### src/rtl/regbank_pkg.sv
// Shared definitions for the two-requester register bank.
//   DW_DEFAULT / AW_DEFAULT : default data width and address width
//   req_idx_e               : requester index, also used as the priority pointer
package regbank_pkg;

  localparam int DW_DEFAULT = 8;
  localparam int AW_DEFAULT = 2;

  typedef enum logic {
    REQ0 = 1'b0,
    REQ1 = 1'b1
  } req_idx_e;

endpackage : regbank_pkg

### src/rtl/regbank.sv
// Register storage: 2**AW registers of DW bits behind one access port.
// Ports:
//   clk   : rising-edge clock
//   rst   : synchronous active-high reset, clears every register
//   we    : write strobe for the current access
//   addr  : register address
//   wdata : write data
//   rdata : combinational read of register addr (the caller registers it)
module regbank
  import regbank_pkg::*;
#(
  parameter int DW = DW_DEFAULT,
  parameter int AW = AW_DEFAULT
) (
  input  logic          clk,
  input  logic          rst,
  input  logic          we,
  input  logic [AW-1:0] addr,
  input  logic [DW-1:0] wdata,
  output logic [DW-1:0] rdata
);

  localparam int NREG = 2 ** AW;

  logic [DW-1:0] mem_q [NREG];

  // NOTE: sequential state is assigned with <= so every flop samples the
  // pre-edge values; blocking = here would create order-dependent behaviour.
  // NOTE: the array is reset explicitly because registers must read zero
  // after reset; this makes it flops rather than an inferred RAM macro.
  always_ff @(posedge clk) begin
    if (rst) begin
      for (int i = 0; i < NREG; i++) begin
        mem_q[i] <= '0;
      end
    end else if (we) begin
      mem_q[addr] <= wdata;
    end
  end

  // A write lands at the edge, so a read on the following cycle sees it.
  assign rdata = mem_q[addr];

endmodule : regbank

### src/rtl/regbank_arbiter.sv
// Two-requester round-robin arbiter in front of a single-port register bank.
// Ports (N = 0, 1):
//   clk, rst : rising-edge clock, synchronous active-high reset
//   reqN     : access request, held stable until gntN
//   weN      : 1 = write, 0 = read
//   addrN    : register address
//   wdataN   : write data
//   gntN     : combinational grant (at most one high per cycle)
//   rvalidN  : one-cycle pulse, one cycle after a granted read
//   rdataN   : registered read data, holds between reads
module regbank_arbiter
  import regbank_pkg::*;
#(
  parameter int DW = DW_DEFAULT,
  parameter int AW = AW_DEFAULT
) (
  input  logic          clk,
  input  logic          rst,
  input  logic          req0,
  input  logic          we0,
  input  logic [AW-1:0] addr0,
  input  logic [DW-1:0] wdata0,
  output logic          gnt0,
  output logic          rvalid0,
  output logic [DW-1:0] rdata0,
  input  logic          req1,
  input  logic          we1,
  input  logic [AW-1:0] addr1,
  input  logic [DW-1:0] wdata1,
  output logic          gnt1,
  output logic          rvalid1,
  output logic [DW-1:0] rdata1
);

  req_idx_e      prio_q, prio_d;
  logic          rvalid0_q, rvalid0_d, rvalid1_q, rvalid1_d;
  logic [DW-1:0] rdata0_q, rdata0_d, rdata1_q, rdata1_d;

  logic          bank_we;
  logic [AW-1:0] bank_addr;
  logic [DW-1:0] bank_wdata, bank_rdata;

  // Grant depends only on the requests and the priority pointer; reset
  // masks both grants so nothing reaches the bank while rst is high.
  // NOTE: every output of a combinational block gets a default first, so no
  // path leaves it unassigned and no latch is inferred.
  always_comb begin
    gnt0 = 1'b0;
    gnt1 = 1'b0;
    if (!rst) begin
      if (req0 && (!req1 || prio_q == REQ0)) begin
        gnt0 = 1'b1;
      end else if (req1) begin
        gnt1 = 1'b1;
      end
    end
  end

  // Steer the winner onto the single bank port.
  always_comb begin
    bank_we    = (gnt0 & we0) | (gnt1 & we1);
    bank_addr  = gnt1 ? addr1  : addr0;
    bank_wdata = gnt1 ? wdata1 : wdata0;
  end

  // The pointer moves to the other requester after each grant, which gives
  // strict alternation when both keep requesting.
  always_comb begin
    prio_d = prio_q;
    if (gnt0) begin
      prio_d = REQ1;
    end else if (gnt1) begin
      prio_d = REQ0;
    end
    rvalid0_d = gnt0 & ~we0;
    rvalid1_d = gnt1 & ~we1;
    rdata0_d  = rvalid0_d ? bank_rdata : rdata0_q;
    rdata1_d  = rvalid1_d ? bank_rdata : rdata1_q;
  end

  always_ff @(posedge clk) begin
    if (rst) begin
      prio_q    <= REQ0;
      rvalid0_q <= 1'b0;
      rvalid1_q <= 1'b0;
      rdata0_q  <= '0;
      rdata1_q  <= '0;
    end else begin
      prio_q    <= prio_d;
      rvalid0_q <= rvalid0_d;
      rvalid1_q <= rvalid1_d;
      rdata0_q  <= rdata0_d;
      rdata1_q  <= rdata1_d;
    end
  end

  assign rvalid0 = rvalid0_q;
  assign rvalid1 = rvalid1_q;
  assign rdata0  = rdata0_q;
  assign rdata1  = rdata1_q;

  regbank #(
    .DW (DW),
    .AW (AW)
  ) u_regbank (
    .clk   (clk),
    .rst   (rst),
    .we    (bank_we),
    .addr  (bank_addr),
    .wdata (bank_wdata),
    .rdata (bank_rdata)
  );

endmodule : regbank_arbiter

### config.mk
export PLATFORM = sky130hd
export DESIGN_NAME = regbank_arbiter
export DESIGN_NICKNAME = d
export VERILOG_FILES = /design/src/rtl/regbank_pkg.sv /design/src/rtl/regbank.sv /design/src/rtl/regbank_arbiter.sv
export SDC_FILE = /design/constraint.sdc
export NUM_CORES = 1
export LEC_CHECK = 0
export ABC_AREA = 1
export BUFFER_PORTS_ARGS = -buffer_cell sky130_fd_sc_hd__buf_4
export CORE_AREA = 2 2 73 75
export DETAILED_ROUTE_END_ITERATION = 10
export DIE_AREA = 0 0 75 77
export GPL_ROUTABILITY_DRIVEN = 1
export MAX_ROUTING_LAYER = met4
export PLACE_DENSITY = 0.76
export SYNTH_ARGS = -nofsm -noshare
export SYNTH_HDL_FRONTEND = slang
export SYNTH_SLANG_ARGS = --single-unit
### constraint.sdc
create_clock -name clk -period 4.57 [get_ports clk]
set_input_delay 0.457 -clock clk [delete_from_list [all_inputs] [get_ports clk]]
set_output_delay 0.457 -clock clk [all_outputs]
set_load 0.01 [all_outputs]
Word level (Yosys, flattened, before mapping)
Memories as Yosys holds them, arrays and structs flattened.
Cells that the tools add are included.
{"block": "totals", "ff_bits": 19, "ramBits": 32, "input_bits": 26, "out_inout_bits": 20, "word_cells": 36, "n_memories": 1}
{"name": "u_regbank.mem_q", "words": 4, "word_bits": 8, "rd": 1, "rd_ports_with_merged_regs": 0, "write_ports": 4, "line_no": "regbank.sv:25", "source": "logic [DW-1:0] mem_q [NREG];"}
{"block": "op_classes", "muxes": 17, "n_bitwise": 8, "n_reduce_logical": 5}
{"operator": "8-bit 2-to-1 mux", "n": 2}
{"operator": "1-bit 2-to-1 mux", "n": 13}
{"operator": "8-bit OR reduction", "n": 1}
{"operator": "1-bit AND", "n": 4}
{"operator": "2-bit 2-to-1 mux", "n": 2}
{"operator": "1-bit NOT", "n": 3}
{"operator": "2-bit nonzero test", "n": 1}
{"operator": "1-bit logical AND", "n": 1}
{"operator": "1-bit zero test", "n": 1}
{"operator": "1-bit logical OR", "n": 1}
{"operator": "1-bit OR", "n": 1}

Depth between registers and ports, before layout
{"block": "depth", "ltp_word": 12, "ltp_mapped": 11, "mapped_depth_nobuf": 10}

Modules after synthesis
Synthesis repeated with hierarchy kept, for this count alone.
{"block": "unflattened", "cells_unflattened": 332, "hier_area_um2": 2558.7}
{"module": "regbank", "n_inst": 1, "cells_each": 178, "area_each_um2": 1584.0, "seq_area_each_um2": 960.9}
{"module": "regbank_arbiter", "n_inst": 1, "cells_each": 154, "area_each_um2": 974.7, "seq_area_each_um2": 380.4}

Worst setup path before layout
OpenSTA, ideal clock, no wires.
{"block": "synth_path", "path_type": "input port to flip-flop", "from": "in req1", "to": "mem u_regbank.mem_q[2][0] in the netlist's numbering, enable pin", "setup_ps": 329, "arrival_ps": 1407, "required_ps": 4241, "slack_ps": 2835, "path_stages": 9, "path_buffers": 1, "cell_sequence": "inv_2 -> nor2_4 -> nand2_4 -> inv_2 -> buf_6 -> nand2_4 -> nand2_8 -> nand3_4 -> nand2_1"}
{"element": "from (decl)", "line_no": "regbank_arbiter.sv:26", "source": "input logic req1,"}
{"element": "to (decl)", "line_no": "regbank.sv:25"}

==> flow_metrics.env <==
export IMPL_outcome="completed"
export IMPL_critical_path_top_delay_family="simple AND/OR/NAND/NOR gates"
export IMPL_power_density_nw_per_um2=306
export IMPL_final_max_slew_violation_count=0
export IMPL_final_cell_area_um2=3080
export IMPL_grt_max_degree=22
export IMPL_syn_to_final_growth_pct=17.1
export IMPL_yosys_register_bits=51
export IMPL_yosysTopAreaCellShare_pct=36.6
export IMPL_final_nets=378
export IMPL_synth_cells=310
export IMPL_grt_overflow=0
export IMPL_initial_core_util_pct=52.8
export IMPL_worst_slew_pin_slew_ps=693
export IMPL_synthTopCellsByArea="edfxtp_1, dfxtp_1, nand3_1"
export IMPL_cts_buffers=5
export IMPL_numPortBuffers=45
export IMPL_cts_repair_resized=0
export IMPL_vias=2040
export IMPL_antenna_found_initial=0
export IMPL_ir_drop_mv=0.150
export IMPL_yosysUniqueCellTypes=21
export IMPL_syn_area_per_cell_um2=8.48
export IMPL_diodes=0
export IMPL_die_w_um=75
export IMPL_critical_path_slowest_cell="inv_1"
export IMPL_cts_tree="built"
export IMPL_hold_viol=0
export IMPL_cts_hold_buf=0
export IMPL_fin_skew_ps=6.50
export IMPL_clk_path_buf_depth=2
export IMPL_dpl_hpwl_mm=4.17
export IMPL_holdPathStages=2
export IMPL_grt_met3_usage_pct=3.94
export IMPL_grt_first_pass_wirelength_mm=8.67
export IMPL_fp_dieArea_um2=5780
export IMPL_ant_nets=0
export IMPL_grt_use_met1_pct=27.3
export IMPL_min_from="rst"
export IMPL_post_cts_buffers=0
export IMPL_fin_crit_sh_pct=53.7
export IMPL_fmax_ghz=0.407
export IMPL_min_path_type="in2reg"
export IMPL_crit_type="in2reg"
export IMPL_fp_row_count=26
export IMPL_htreeDepth=2
export IMPL_rr_endpoint="u_regbank.mem_q[0][6]$_SDFFCE_PN0P_"
export IMPL_grt_busiest_layer="met2"
export IMPL_reg2reg_depth=10
export IMPL_rsz0062_at_grt="no"
export IMPL_setup_tns_ps=0
export IMPL_crit_arrival_ps=2430
export IMPL_pin_count=46
export IMPL_drc=0
export IMPL_clock_latency_ps=300
export IMPL_die_h_um=77
export IMPL_final_common_cell="nand2_1"
export IMPL_finalPower_uw=943
export IMPL_track_usage_pct=20.5
export IMPL_drt_pass1_iter_count=4
export IMPL_total_leakage_power_uw=0.00154
export IMPL_drive_above_1_share_pct=22.7
export IMPL_clock_sinks=51
export IMPL_core_area_um2=4980
export IMPL_synth_fp_nets=336
export IMPL_yosysSeqAreaShare_pct=51.0
export IMPL_max_slew_margin_pct=53.7
export IMPL_start_kind="primary input"
export IMPL_r2r_start="prio_q$_SDFFE_PP0P_"
export IMPL_worstHoldEndpoint="prio_q$_SDFFE_PP0P_"
export IMPL_critPathRequiredTime_ps=4540
export IMPL_setup_violations=0
export IMPL_clk_pin_slew_ps=90
export IMPL_cts_root_buf="clkbuf_8"
export IMPL_grt_pass1_vias=1799
export IMPL_use_met2_pct=31.4
export IMPL_critical_path_max_stage_delay_ps=500
export IMPL_fillers=464
export IMPL_rrSetupSlack_ps=2380
export IMPL_place_congestion=0.787
export IMPL_cpMostUsedCell="nand2_1"
export IMPL_place_area_um2=2980
export IMPL_crit_buf_inv=4
export IMPL_crit_chain="buf_4 -> inv_1 -> nand3_1 -> inv_1 -> nand2_1 -> nand2_1 -> nand2_1 -> inv_2 -> nand2_2 -> nand2_1"
export IMPL_syn_area_um2=2630
export IMPL_cp_max_fo=21
export IMPL_wl_per_cell_um=12.8
export IMPL_finalCriticalPeriod_ps=2460
export IMPL_via_per_inst=4.82
export IMPL_mostFrequentLayoutCells="nand2_1, inv_1, nand3_1"
export IMPL_critPathCaptureType="flop"
export IMPL_synth_top_area_cell="edfxtp_1"
export IMPL_dr_first_iter_drc_count=150
export IMPL_synth_yosys_warnings=0
export IMPL_wirelength_mm=5.41
export IMPL_drv_cap=0
cell usage after synthesis:
cell type / count
nand3_1: 51
nand3_2: 9
o21ai_4: 1
nand2_4: 4
nand2_1: 67
o21a_1: 16
inv_2: 4
buf_4: 2
buf_2: 3
nand3_4: 1
dfxtp_1: 19
o21ai_0: 1
buf_6: 3
nor2_4: 2
clkbuf_1: 2
nor2_2: 1
edfxtp_1: 32
nor2_1: 25
nand2_2: 4
nand2_8: 1
inv_1: 62
layout make-up:
| type | instances | area, µm² | area share [%] |
|---|---|---|---|
| clock inverters | 2 | 13.8 | 0.447 |
| multi-input cells | 183 | 968 | 31.5 |
| inverters | 66 | 248 | 8.05 |
| clock buffers | 6 | 82.6 | 2.68 |
| repair buffers | 45 | 338 | 11.0 |
| flip-flops and latches | 51 | 1340 | 43.6 |
| well taps | 70 | 87.6 | 2.84 |
worst max-delay path by stage:
stage | startpoint | to | slack [ps] | cells after the start
after floorplan | req1 | u_regbank.mem_q[2][0]$_SDFFCE_PN0P_ | 2830 | 9
after global placement | rst | u_regbank.mem_q[0][3]$_SDFFCE_PN0P_ | 1910 | 10
after detailed placement | rst | u_regbank.mem_q[0][3]$_SDFFCE_PN0P_ | 1810 | 10
after CTS | rst | u_regbank.mem_q[0][6]$_SDFFCE_PN0P_ | 2130 | 10
after global routing | rst | u_regbank.mem_q[0][6]$_SDFFCE_PN0P_ | 1890 | 10
final | rst | u_regbank.mem_q[0][6]$_SDFFCE_PN0P_ | 2110 | 10
logic make-up after synthesis:
logic type / share of synthesized area [%]
flip-flops: 51.0
buffers and inverters: 12.1
AND/OR/NAND/NOR: 31.5
AO/OA/AOI/OAI: 5.38
metal layers:
metal	up-vias	part of all wire, %
met5	-	0
met3	9	7.4
met1	897	43
li1	1055	-
met2	79	48
met4	0	2.0
power by group:
group | total, µW | leakage [µW] | switching, µW | internal, µW
clock | 273 | 0.0000516 | 149 | 124
combinational | 149 | 0.00101 | 91.7 | 57.0
sequential | 521 | 0.000482 | 8.24 | 513
total | 943 | 0.00154 | 249 | 694
worst reg2reg max path: stages, from the launching register on:
cell and delay [ps]:
dfxtp_1 360, inv_1 60, nand2_2 100, nand2_4 170
inv_2 230, nand2_1 70, nand2_1 290, nand2_1 110
inv_2 80, nand2_2 100, nand2_1 300
state kept, by name (all words and copies together) (netlist names):
name             flops
prio_q               1
rvalid1              1
rdata1               8
u_regbank.mem_q     32
rdata0               8
rvalid0              1
through the flow:
step / instances / hold WS (ps) / utilization [%] / worst slack (ps)
final: 423 / 345 / 61.9 / 2110
after global placement: 415 / 532 / 59.9 / 1910
after floorplan: 310 / 496 / - / 2830
after global routing: 423 / 341 / 61.9 / 1890
after detailed placement: 415 / 539 / 59.9 / 1810
after CTS: 423 / 341 / 61.9 / 2130
Note: power is estimated with default switching activity, not from simulation.
